### src/rtl/store_path.sv
// store_path: aligns, routes and buffers core stores to dmem, imem or io,
// dropping misaligned and unmapped stores and flagging load/store overlap.
module store_path #(
    parameter int DEPTH = 2
) (
    input  logic        clk,
    input  logic        rst,
    input  logic        st_valid,
    input  logic [31:0] st_addr,
    input  logic [31:0] st_data,
    input  logic [2:0]  st_funct3,
    output logic        st_stall,
    input  logic        bios_mode,
    input  logic [31:0] ld_addr,
    output logic        ld_hazard,
    output logic        sb_empty,
    output logic [3:0]  dmem_we,
    output logic [13:0] dmem_addr,
    output logic [31:0] dmem_din,
    output logic [3:0]  imem_we,
    output logic [13:0] imem_addr,
    output logic [31:0] imem_din,
    output logic        io_valid,
    input  logic        io_ready,
    output logic [31:0] io_addr,
    output logic [31:0] io_data,
    output logic        err_misaligned
);

    typedef enum logic [1:0] {
        TGT_NONE,
        TGT_DMEM,
        TGT_IMEM,
        TGT_IO
    } tgt_e;

    typedef struct packed {
        tgt_e        tgt;
        logic [3:0]  we;
        logic [31:0] addr;
        logic [31:0] data;
    } entry_t;

    entry_t     sb_q [2];
    logic       wr_ptr;
    logic       rd_ptr;
    logic [1:0] count;

    tgt_e        tgt;
    logic [3:0]  we;
    logic [31:0] data;
    logic        misal;
    logic        fn_ok;
    logic        accept;
    logic        push;
    logic        drop_err;
    logic        pop;
    logic        has;
    logic        sel_d;
    logic        sel_i;
    logic        sel_io;
    logic        hit0;
    logic        hit1;
    entry_t      head;
    logic        unused_ld;

    assign unused_ld = ^ld_addr[1:0];

    assign st_stall = (count == 2'(DEPTH));
    assign sb_empty = (count == 2'd0);
    assign accept   = st_valid & ~st_stall;

    // 0011 overlaps both dmem and imem windows; dmem wins
    always_comb begin
        tgt = TGT_NONE;
        if (st_addr[31:30] == 2'b00 && st_addr[28])
            tgt = TGT_DMEM;
        else if (st_addr[31:29] == 3'b001 && bios_mode)
            tgt = TGT_IMEM;
        else if (st_addr[31:28] == 4'b1000)
            tgt = TGT_IO;
    end

    always_comb begin
        we    = 4'b0000;
        data  = st_data;
        misal = 1'b0;
        fn_ok = 1'b1;
        unique case (1'b1)
            (st_funct3 == 3'b000): begin
                we   = 4'b0001 << st_addr[1:0];
                data = {4{st_data[7:0]}};
            end
            (st_funct3 == 3'b001): begin
                we    = 4'b0011 << {st_addr[1], 1'b0};
                data  = {2{st_data[15:0]}};
                misal = st_addr[0];
            end
            (st_funct3 == 3'b010): begin
                we    = 4'b1111;
                misal = (st_addr[1:0] != 2'b00);
            end
            default: fn_ok = 1'b0;
        endcase
    end

    // unmapped stores are dropped silently, even if misaligned
    assign push     = accept & fn_ok & ~misal & (tgt != TGT_NONE);
    assign drop_err = accept & fn_ok &  misal & (tgt != TGT_NONE);

    assign has    = (count != 2'd0);
    assign head   = sb_q[rd_ptr];
    assign sel_d  = has && head.tgt == TGT_DMEM;
    assign sel_i  = has && head.tgt == TGT_IMEM;
    assign sel_io = has && head.tgt == TGT_IO;
    assign pop    = sel_d | sel_i | (sel_io & io_ready);

    assign dmem_we   = sel_d ? head.we : 4'b0000;
    assign dmem_addr = sel_d ? head.addr[15:2] : 14'd0;
    assign dmem_din  = sel_d ? head.data : 32'd0;
    assign imem_we   = sel_i ? head.we : 4'b0000;
    assign imem_addr = sel_i ? head.addr[15:2] : 14'd0;
    assign imem_din  = sel_i ? head.data : 32'd0;
    assign io_valid  = sel_io;
    assign io_addr   = sel_io ? head.addr : 32'd0;
    assign io_data   = sel_io ? head.data : 32'd0;

    assign hit0 = has &&
        sb_q[rd_ptr].addr[31:2] == ld_addr[31:2];
    assign hit1 = (count == 2'd2) &&
        sb_q[~rd_ptr].addr[31:2] == ld_addr[31:2];
    assign ld_hazard = hit0 | hit1;

    always_ff @(posedge clk or posedge rst) begin
        if (rst) begin
            count          <= 2'd0;
            wr_ptr         <= 1'b0;
            rd_ptr         <= 1'b0;
            err_misaligned <= 1'b0;
            sb_q[0]        <= '0;
            sb_q[1]        <= '0;
        end else begin
            err_misaligned <= drop_err;
            if (push) begin
                sb_q[wr_ptr] <= entry_t'{
                    tgt:  tgt,
                    we:   we,
                    addr: st_addr,
                    data: data
                };
                wr_ptr <= ~wr_ptr;
            end
            if (pop)
                rd_ptr <= ~rd_ptr;
            count <= count + 2'(push) - 2'(pop);
        end
    end

endmodule
### config.mk
export PLATFORM = sky130hd
export DESIGN_NAME = store_path
export DESIGN_NICKNAME = d
export VERILOG_FILES = /design/src/rtl/store_path.sv
export SDC_FILE = /design/constraint.sdc
export NUM_CORES = 1
export LEC_CHECK = 0
export CORE_ASPECT_RATIO = 0.5
export CORE_MARGIN = 2
export CORE_UTILIZATION = 50
export DETAILED_ROUTE_END_ITERATION = 16
export PLACE_DENSITY = 0.84
export SLEW_MARGIN = 20
export SYNTH_ARGS = -nofsm -noshare
export SYNTH_HDL_FRONTEND = slang
export SYNTH_SLANG_ARGS = --single-unit
### constraint.sdc
create_clock -name clk -period 14.05 [get_ports clk]
set_input_delay 2.81 -clock clk [delete_from_list [all_inputs] [get_ports clk]]
set_output_delay 2.81 -clock clk [all_outputs]
set_load 0.05 [all_outputs]
# ---- Word-level counts from Yosys, hierarchy flattened
# Index checks and enable logic that the tools add are counted.
dict set report word_totals {
  ff_bits 145
  in_bits 104
}
dict set report classes {
  n_addsub 2
  magnitude_cmp 4
  eq_ne 10
  n_shift 2
  mux 24
  bitwise 17
  n_reduce_logical 15
}
# cell n
set ops {}
lappend ops {{70-bit 2-to-1 mux} 4}
lappend ops {{64-bit 2-to-1 mux} 3}
lappend ops {{140-bit bitwise mux} 1}
lappend ops {{32-bit 2-to-1 mux} 4}
lappend ops {{70-bit demux with 1-bit select} 1}
lappend ops {{32-bit one-hot mux with 2 select lines} 1}
lappend ops {{30-bit == test} 2}
lappend ops {{14-bit 2-to-1 mux} 2}
lappend ops {{4-bit one-hot mux with 3 select lines} 1}
lappend ops {{1-bit logical AND} 8}
lappend ops {{4-bit 2-to-1 mux} 2}
lappend ops {{1-bit AND} 7}
lappend ops {{2-bit == test (second input constant)} 3}
lappend ops {{3-bit by 1-bit == test with 1-bit output (second input constant)} 2}
lappend ops {{2-bit greater-or-equal comparator (second input constant)} 3}
lappend ops {{2-bit 2-to-1 mux} 3}
lappend ops {{1-bit NOT with 2-bit output} 3}
lappend ops {{2-bit nonzero test} 3}
lappend ops {{4-bit == test (second input constant)} 1}
lappend ops {{2-bit zero test} 2}
lappend ops {{1-bit NOT} 4}
lappend ops {{1-bit by 2-bit << shifter with 4-bit output (first input constant)} 1}
lappend ops {{2-bit by 2-bit << shifter with 4-bit output (first input constant)} 1}
lappend ops {{3-bit by 2-bit == test with 1-bit output (second input constant)} 1}
lappend ops {{other kinds (9)} 11}

# ---- Depth between registers and ports, before layout
# Gate-level depths: netlist (run 1).
dict set report depth {
  word_depth 9
  ltp_mapped 10
  mapped_depth_nobuf 8
}

# ---- Worst setup path before layout (run 1)
# Ideal clock, no wire load.
dict set report synth_timing {
  path_type {input to output}
  startpoint {input port ld_addr[13]}
  endpoint {output port ld_hazard}
  arrival_time_ns 4.081
  required_ns 11.240
  slack_ns 7.159
  path_stages 4
  n_path_buf 0
  cell_sequence {xnor2_1 -> nor4_1 -> nand4_1 -> o22ai_1}
}
dict set report synth_between {
  elab_chain_len 3
}
# element line
set synth_lines {}
lappend synth_lines {{from (decl)} 14} ;# input logic [31:0] ld_addr,
lappend synth_lines {{30-bit == test, on equally long branches} {129, 131}}
lappend synth_lines {{1-bit logical AND, on equally long branches} {128, 130}}
lappend synth_lines {{1-bit OR (*)} 132} ;# assign ld_hazard = hit0 | hit1;
lappend synth_lines {{to (decl)} 15} ;# output logic ld_hazard,
# Every way passes the cells marked *; elsewhere a longest branch is shown, timed or not.

# ---- Final worst setup path (run 1)
dict set report layout_timing {
  startpoint {input port ld_addr[2]}
  endpoint {output port ld_hazard}
}
# Same word-level chain as after synthesis.

==> impl_metrics.yaml, run 1 <==
timing:
  holdWs_ns: 0.475
  fmax_ghz: 0.124
  slew_viol_final: 0
  rsz0062_at_grt: "false"
  slew_headroom: 0.229
  period_share: 0.574
  finalSetupViolCount: 0
  finalHoldViolCount: 0
  fin_skew_ns: 0.0119
  tns_ns: 0
  finalCriticalPeriod_ns: 8.06
  tightestPinTransition_ns: 1.15
clock_tree:
  cts_setup_buffers: 0
  cts_tree: "built"
  holdBufCountCts: 0
  cts.sinks: 145
  clk_pin_slew_ns: 0.06
  cts_root_buffer: "clkbuf_16"
  clock_latency_ns: 0.41
  cts-buffers-inserted: 17
  cts_resized: 0
  h-tree-depth: 4
  cts_buffer_depth: 2
setup_path:
  critPathLaunchType: "input pin"
  crit_buf_inv: 2
  rr_endpoint: "count[1]$_DFF_PP0_"
  ff2ff_path_depth: 8
  endpoint_kind: "primary output"
  cp.required_ns: 11.24
  cp_cell_sequence: "clkdlybuf4s50_1 -> xnor2_1 -> nor4_1 -> nand4_1 -> o22ai_1 -> clkdlybuf4s50_1"
  crit_fanout: 2
  slowest_delay_ns: 0.83
  worstReg2RegStart: "rd_ptr$_DFFE_PP0N_"
  critical_path.top_delay_family: "buffers and inverters"
  cpMaxStageDelayCell: "clkdlybuf4s50_1"
  reg2reg_slack_ns: 11.10
  worst-setup-path-type: "in -> out"
  worstPathArrival_ns: 5.25
  path_common_cell: "clkdlybuf4s50_1"
synthesis:
  syn-num-nets: 1026
  avgSynthCellArea_sq_um: 8.95
  synthMostInstantiatedCell: "nand2_1"
  synth_edf_count: 0
  synth_seq_area_share: 0.441
  synth_ff_type: "dfrtp_1"
  netlist_instances: 920
  synth_top_area_frac: 0.441
  yosys-top-cells-area: "dfrtp_1, mux2i_1, nand2_1, nor2_1, xnor2_1"
  async_reset_ff_frac: 1.00
  ys_warn_count: 0
  yosysUniqueCellTypes: 36
  synth_top_area_cell: "dfrtp_1"
  synthTopCellsByCount: "nand2_1, nor2_1, dfrtp_1, mux2i_1, xnor2_1"
  ys_ff_latch: 145
  syn-cell-area_sq_mm: 0.00823
place:
  gp_congestion: 0.831
  place_hpwl_um: 17300
  portBuffers: 270
cells_and_area:
  drive_gt1_frac: 0.0427
  n_antenna_cell: 0
  nets: 1265
  syn_to_final_growth_pct: 42.2
floorplan:
  die_area_sq_mm: 0.0176
  die_w_um: 185
  die_h_um: 94.7
  start_util: 0.507
  num_rows: 33
  io_pins: 273
  core-area_sq_mm: 0.0162
global_routing:
  antenna_found_initial: 2
  grt_usage: 0.275
  grt_pass1_vias: 7271
  grt_pass1_wl_um: 37300
  grt_overflow: 0
  grt_max_degree: 81
route:
  via_per_inst: 5.27
  vias: 7367
  final_antenna_net_count: 0
  drt_iter0_markers: 299
  drc: 0
  drt_pass1_iterations: 5
  avgRoutedWirePerCell_um: 17.4
  routed_wl_um: 24300
pwr:
  p_leak_nw: 5.12
  power_frac_comb: 0.382
  p_int_mw: 1.17
  power.density_mw_per_mm2: 162
  p_sw_uw: 730
  ir_drop_mv: 0.0834
  power_switching_share: 0.384
  pwr-share-seq: 0.374
  clkPwrFrac: 0.244
min_path:
  min_from: "sb_q[76]$_DFFE_PP0P_"
  hold_end: "sb_q[76]$_DFFE_PP0P_"
  hold_class: "reg -> reg"
  hold_depth: 2
job:
  maxCapViolCount: 0
run_status:
  status: "finished clean"
power by group through the flow:
stage               registers (mW)  logic, mW  clock network [mW]
floorplan                    0.645      0.577                   0
global placement             0.700      0.696                   0
detailed placement           0.715      0.721                   0
CTS                          0.708      0.727               0.467
global route                 0.730      0.791               0.488
finish                       0.710      0.725               0.464
cell families (layout without fill, tap and decap cells):
kind of cell    Yosys count  in the layout  share of synthesized area
fa+ha+maj                 2              2                    0.00304
xor+xnor                 64             64                     0.0681
mux                     163            163                      0.204
buf+inv                  64            315                     0.0334
flops                   145            145                      0.441
simple gates            398            398                      0.193
compound gates           84             84                     0.0578
worst max path at each step:
stage | start | end | slack [ns] | depth (start not counted)
floorplan | ld_addr[13] | ld_hazard | 7.16 | 4
global placement | ld_addr[2] | ld_hazard | 5.97 | 6
detailed placement | ld_addr[4] | ld_hazard | 5.96 | 6
CTS | ld_addr[2] | ld_hazard | 5.96 | 6
global route | ld_addr[2] | ld_hazard | 5.86 | 6
finish | ld_addr[2] | ld_hazard | 5.99 | 6
cell type report:
class | count | area (sq um)
Clock inverter | 12 | 160
Clock buffer | 19 | 443
Fill cell | 1215 | 4520
Sequential cell | 145 | 3630
Inverter | 6 | 27.5
Timing Repair Buffer | 278 | 2800
Tap cell | 227 | 284
Multi-Input combinational cell | 711 | 4350
registers in the layout, summed over array words and instances, names as in the netlist:
register and count:
count 2, rd_ptr 1, wr_ptr 1, sb_q 140, err_misaligned 1
cell usage in the layout, fill, tap and decap left out, types with 3 or more instances in the layout:
cell type,count
inv_1,5
nand4_1,4
o21ai_1,10
buf_4,6
clkdlybuf4s50_1,270
nor2b_1,3
clkinvlp_4,4
clkinv_4,3
mux2_1,39
o21ai_0,61
dfrtp_1,144
bufinv_16,3
mux2i_1,124
nand2_1,186
nor4_1,14
clkbuf_16,17
a21oi_1,3
nor3_1,4
nor2_1,174
nand2b_1,3
xnor2_1,62
metal layers:
layer  wire length, um  GRT usage  vias to the layer above
met2             12300      0.498                      223
li1                  -          -                     3511
met5                 0          0                        -
met3              1340     0.0517                       42
met1             10200      0.334                     3591
met4               440     0.0899                        0
metrics by stage:
| step | utilization | setup slack [ns] | instances | cell area, sq um | total power [mW] |
|---|---|---|---|---|---|
| finish | 0.721 | 5.99 | 1398 | 11700 | 1.90 |
| global route | 0.721 | 5.86 | 1398 | 11700 | 2.01 |
| CTS | 0.717 | 5.96 | 1396 | 11600 | 1.90 |
| detailed placement | 0.680 | 5.96 | 1365 | 11000 | 1.44 |
| global placement | 0.680 | 5.97 | 1365 | 11000 | 1.40 |
| floorplan | - | 7.16 | 920 | 8230 | 1.22 |
worst reg2reg max path: cells and delay by family, from the launching register on:
family / cells / cell delay (ns)
AO/OA/AOI/OAI: 1 / 0.34
XOR/XNOR: 2 / 0.30
adder cells (fa/ha/maj): 2 / 0.47
buffers and inverters: 1 / 0.06
flip-flops: 1 / 1.11
multiplexers: 1 / 0.51
AND/OR/NAND/NOR: 1 / 0.10
Power figures use the tool's default switching activity.
==> inputs of run 2 (changes only) <==
Settings changed: CORE_UTILIZATION 50 to 47, PLACE_DENSITY 0.84 to 0.8.
Clock period 14.05 ns to 8.3 ns, I/O delays scaled along.
==> impl_metrics.yaml, run 2 (synthesis gave the netlist of run 1 again) <==
run_status:
  status: "finished clean"
cells_and_area:
  n_antenna_cell: 0
  utilization: 0.678
  nets: 1266
  top_regs: "sb_q: 140 flops, count: 2 flops"
  largest_register: "sb_q"
  fillers: 1432
  final_cell_mix: "clkdlybuf4s50_1, nand2_1, nor2_1"
  multi_input_area_sq_mm: 0.00436
  seq_area_sq_mm: 0.00363
  syn_to_final_growth_pct: 42.3
  drive_gt1_frac: 0.0444
  final_common_cell: "clkdlybuf4s50_1"
  largest_reg_flops: 140
pwr:
  power.density_mw_per_mm2: 275
  p_leak_nw: 5.12
  ir_drop_mv: 0.173
  power.total_mw: 3.22
setup_path:
  cp.required_ns: 6.64
  endpoint_kind: "primary output"
  critPathLaunchType: "flop"
  worstPathArrival_ns: 4.20
  worst-setup-path-type: "reg -> out"
  crit_fanout: 51
  cpMaxStageDelayCell: "dfrtp_4"
  cp_cell_sequence: "buf_4 -> mux2i_1 -> xnor2_1 -> nor4_1 -> nand4_1 -> o22ai_1 -> clkdlybuf4s50_1"
  slowest_delay_ns: 0.99
floorplan:
  die_h_um: 97.6
  num_rows: 34
  start_util: 0.477
  die_area_sq_mm: 0.0187
  core-area_sq_mm: 0.0173
  io_pins: 273
  die_w_um: 191
timing:
  rsz0062_at_grt: "false"
  holdWs_ns: 0.476
  tns_ns: 0
  finalHoldViolCount: 0
  finalCriticalPeriod_ns: 5.86
  fin_skew_ns: 0.0120
  tightestPinTransition_ns: 0.986
  fmax_ghz: 0.171
  finalSetupViolCount: 0
  slew_viol_final: 0
  slew_headroom: 0.339
  fin_ws_ns: 2.44
  period_share: 0.707
global_routing:
  grt_max_degree: 93
  grt_pass1_vias: 7434
  grt_overflow: 0
  grt_pass1_wl_um: 38400
  antenna_found_initial: 0
  grt_usage: 0.262
clock_tree:
  h-tree-depth: 4
  cts-buffers-inserted: 17
  cts_resized: 0
  clock_latency_ns: 0.42
  holdBufCountCts: 0
  clk_pin_slew_ns: 0.06
  cts_buffer_depth: 2
  cts_tree: "built"
  cts_root_buffer: "clkbuf_16"
  cts_setup_buffers: 0
  cts.sinks: 145
route:
  drt_pass1_iterations: 6
  routed_wl_um: 24500
  via_per_inst: 5.20
  drt_iter0_markers: 318
  vias: 7306
  avgRoutedWirePerCell_um: 17.4
  final_antenna_net_count: 0
  drc: 0
place:
  portBuffers: 270
  place_hpwl_um: 17500
  gp_congestion: 0.809
  place_ws_ns: 2.61
job:
  maxCapViolCount: 0
min_path:
  hold_class: "reg -> reg"
[run 2: critical path: cells and delay by family (launching register included)]
kind / cells / cell delay, ns
muxes: 1 / 0.51
DFF: 1 / 0.99
AOI/OAI and AO/OA: 1 / 0.24
buffers and inverters: 2 / 1.37
and+or+nand+nor: 2 / 0.48
xor gates and xnor gates: 1 / 0.12
[run 2: worst paths after layout]
path                       slack (ns)                  start  cells after the start                    end
setup / recovery                 2.44     rd_ptr$_DFFE_PP0N_                      7              ld_hazard
hold / removal                   0.48  sb_q[139]$_DFFE_PP0P_                      1  sb_q[139]$_DFFE_PP0P_
setup reg to reg                 5.42     rd_ptr$_DFFE_PP0N_                      8     count[1]$_DFF_PP0_
hold reg to reg                  0.48  sb_q[139]$_DFFE_PP0P_                      1  sb_q[139]$_DFFE_PP0P_
max in group asynchronous        5.24                    rst                      3     count[0]$_DFF_PP0_
min in group asynchronous        1.80                    rst                      2  sb_q[106]$_DFFE_PP0P_
[run 2: per-stage QoR]
stage / area, sq um / instances
after floorplan: 8230 / 920
after global placement: 11100 / 1374
after detailed placement: 11100 / 1375
after CTS: 11700 / 1406
after global routing: 11700 / 1406
final: 11700 / 1406
[run 2: metal layers]
metal	GRT usage	up-vias	share of wire
met5	0	-	0
met4	0.0598	0	0.011
met3	0.0412	20	0.046
met2	0.469	191	0.50
met1	0.333	3573	0.44
li1	-	3522	-
[run 2: where the power goes]
group	switching [mW]	internal [mW]	total (mW)
clock	0.309	0.489	0.799
combinational	0.703	0.533	1.24
sequential	0.225	0.965	1.19
total	1.24	1.99	3.22
[run 2: cell type report]
class,count,area share
Sequential cell,145,0.310
Timing Repair Buffer,279,0.238
Tap cell,234,0.0250
Inverter,6,0.00235
Clock buffer,19,0.0387
Multi-Input combinational cell,711,0.372
Clock inverter,12,0.0135
==> inputs of run 3 (changes only) <==
Settings changed: CORE_UTILIZATION 47 to 42, PLACE_DENSITY 0.8 to 0.75.
Clock period 8.3 ns to 5.21 ns, I/O delays scaled along.
==> impl_metrics.yaml, run 3 (synthesis gave the netlist of run 1 again) <==
run_status:
  status: "finished clean"
route:
  via_per_inst: 5.02
  avgRoutedWirePerCell_um: 17.3
  final_antenna_net_count: 0
  routed_wl_um: 25000
  drt_iter0_markers: 447
  vias: 7270
  drt_pass1_iterations: 5
  drc: 0
setup_path:
  slowest_delay_ns: 0.85
  cp_num_cells: 8
  critical_path.top_delay_family: "buffers and inverters"
  ff2ff_path_depth: 8
  worstPathArrival_ns: 3.73
  reg2reg_slack_ns: 2.66
  worstReg2RegStart: "rd_ptr$_DFFE_PP0N_"
  path_common_cell: "buf_4"
  critPathLaunchType: "flop"
  endpoint_kind: "primary output"
  crit_fanout: 29
  worst-setup-path-type: "reg -> out"
  cp.required_ns: 4.17
  crit_buf_inv: 3
  cpMaxStageDelayCell: "clkdlybuf4s50_1"
  cp_cell_sequence: "buf_4 -> buf_4 -> mux2i_1 -> xnor2_1 -> nor4_1 -> nand4_1 -> o22ai_1 -> clkdlybuf4s50_1"
  rr_endpoint: "count[1]$_DFF_PP0_"
  crit_start: "rd_ptr$_DFFE_PP0N_"
  endpoint: "ld_hazard"
cells_and_area:
  fillers: 1624
  drive_gt1_frac: 0.0541
  seq_area_sq_mm: 0.00363
  syn_to_final_growth_pct: 43.9
  largest_register: "sb_q"
  final_common_cell: "clkdlybuf4s50_1"
  final_cells: 1448
  design_area_sq_mm: 0.0118
  top_regs: "sb_q: 140 flops, count: 2 flops"
  largest_reg_flops: 140
  multi_input_area_sq_mm: 0.00435
  final_cell_mix: "clkdlybuf4s50_1, nand2_1, nor2_1"
  n_antenna_cell: 0
  nets: 1275
place:
  place_hpwl_um: 18100
  dp_cells: 1416
  gp_congestion: 0.842
  portBuffers: 270
  dpl-instance-area_sq_mm: 0.0112
clock_tree:
  cts_root_buffer: "clkbuf_16"
  clk_pin_slew_ns: 0.07
  cts_buffer_depth: 2
  cts-buffers-inserted: 17
  h-tree-depth: 4
  clock_latency_ns: 0.42
  cts_resized: 0
  cts.sinks: 145
  cts_setup_buffers: 0
  holdBufCountCts: 0
  cts_tree: "built"
pwr:
  ir_drop_mv: 0.213
  power.total_mw: 5.23
  power.density_mw_per_mm2: 441
  p_leak_nw: 5.19
job:
  maxCapViolCount: 0
timing:
  fin_skew_ns: 0.0135
  slew_viol_final: 0
  tns_ns: 0
  finalCriticalPeriod_ns: 4.77
  fmax_ghz: 0.210
  finalSetupViolCount: 0
  rsz0062_at_grt: "false"
  finalHoldViolCount: 0
  period_share: 0.916
  tightestPinTransition_ns: 0.971
  slew_headroom: 0.353
global_routing:
  grt_pass1_vias: 7343
  grt_usage: 0.245
  grt_overflow: 0
  grt_max_degree: 88
  grt_pass1_wl_um: 39400
  antenna_found_initial: 0
min_path:
  hold_class: "reg -> reg"
floorplan:
  num_rows: 36
  start_util: 0.426
  die_area_sq_mm: 0.0208
  die_w_um: 202
  die_h_um: 103
  core-area_sq_mm: 0.0193
  io_pins: 273
-- run 3: cell count changes in the layout (fill, tap and decap cells not counted), moves of 2 or more --
| cell | change |
|---|---|
| clkdlybuf4s50_1 | -2 |
| buf_4 | +10 |
| clkinvlp_4 | -2 |
| buf_12 | +2 |
| nand2_4 | -2 |
| nand2_2 | +2 |
| clkinv_4 | +2 |
-- run 3: worst min path at each step --
stage | start | endpoint | depth (start not counted)
after global routing | sb_q[98]$_DFFE_PP0P_ | sb_q[98]$_DFFE_PP0P_ | 2
after floorplan | sb_q[102]$_DFFE_PP0P_ | sb_q[102]$_DFFE_PP0P_ | 2
after detailed placement | sb_q[70]$_DFFE_PP0P_ | sb_q[70]$_DFFE_PP0P_ | 2
after CTS | sb_q[70]$_DFFE_PP0P_ | sb_q[70]$_DFFE_PP0P_ | 2
final | sb_q[70]$_DFFE_PP0P_ | sb_q[70]$_DFFE_PP0P_ | 2
after global placement | sb_q[103]$_DFFE_PP0P_ | sb_q[103]$_DFFE_PP0P_ | 2
-- run 3: worst reg2reg max path: stages (launching register included) --
cell and delay (ns):
dfrtp_4 0.76, mux2i_1 0.49, nor3_1 0.10, a211oi_1 0.32
ha_1 0.29, inv_1 0.06, ha_1 0.16, xnor2_1 0.15
xnor2_1 0.15
-- run 3: metal layers --
metal	vias up	global-route usage	part of all wire
li1	3531	-	-
met3	22	0.0465	0.048
met1	3512	0.314	0.44
met5	-	0	0
met4	0	0.0571	0.0099
met2	205	0.435	0.50
-- run 3: power breakdown --
| group | switching (mW) | leakage, nW | internal [mW] | total, mW |
|---|---|---|---|---|
| clock network | 0.492 | 0.311 | 0.830 | 1.32 |
| logic | 1.19 | 2.97 | 0.870 | 2.05 |
| registers | 0.313 | 1.91 | 1.54 | 1.85 |
| total | 1.99 | 5.19 | 3.24 | 5.23 |
-- run 3: cell type report --
class	count	share of cell area
inverter	6	0.00232
clock inverter	12	0.0153
sequential	145	0.307
tap	266	0.0281
timing repair buffer	288	0.241
clock buffer	20	0.0386
multi-input combinational	711	0.368
-- run 3: through the flow --
| stage | setup WS, ns | hold slack (ns) | utilization |
|---|---|---|---|
| after floorplan | 0.273 | 0.445 | - |
| after global placement | 0.819 | 0.459 | 0.580 |
| after detailed placement | 0.828 | 0.464 | 0.580 |
| after CTS | 0.458 | 0.480 | 0.613 |
| after global routing | 0.241 | 0.496 | 0.613 |
| final | 0.437 | 0.476 | 0.613 |
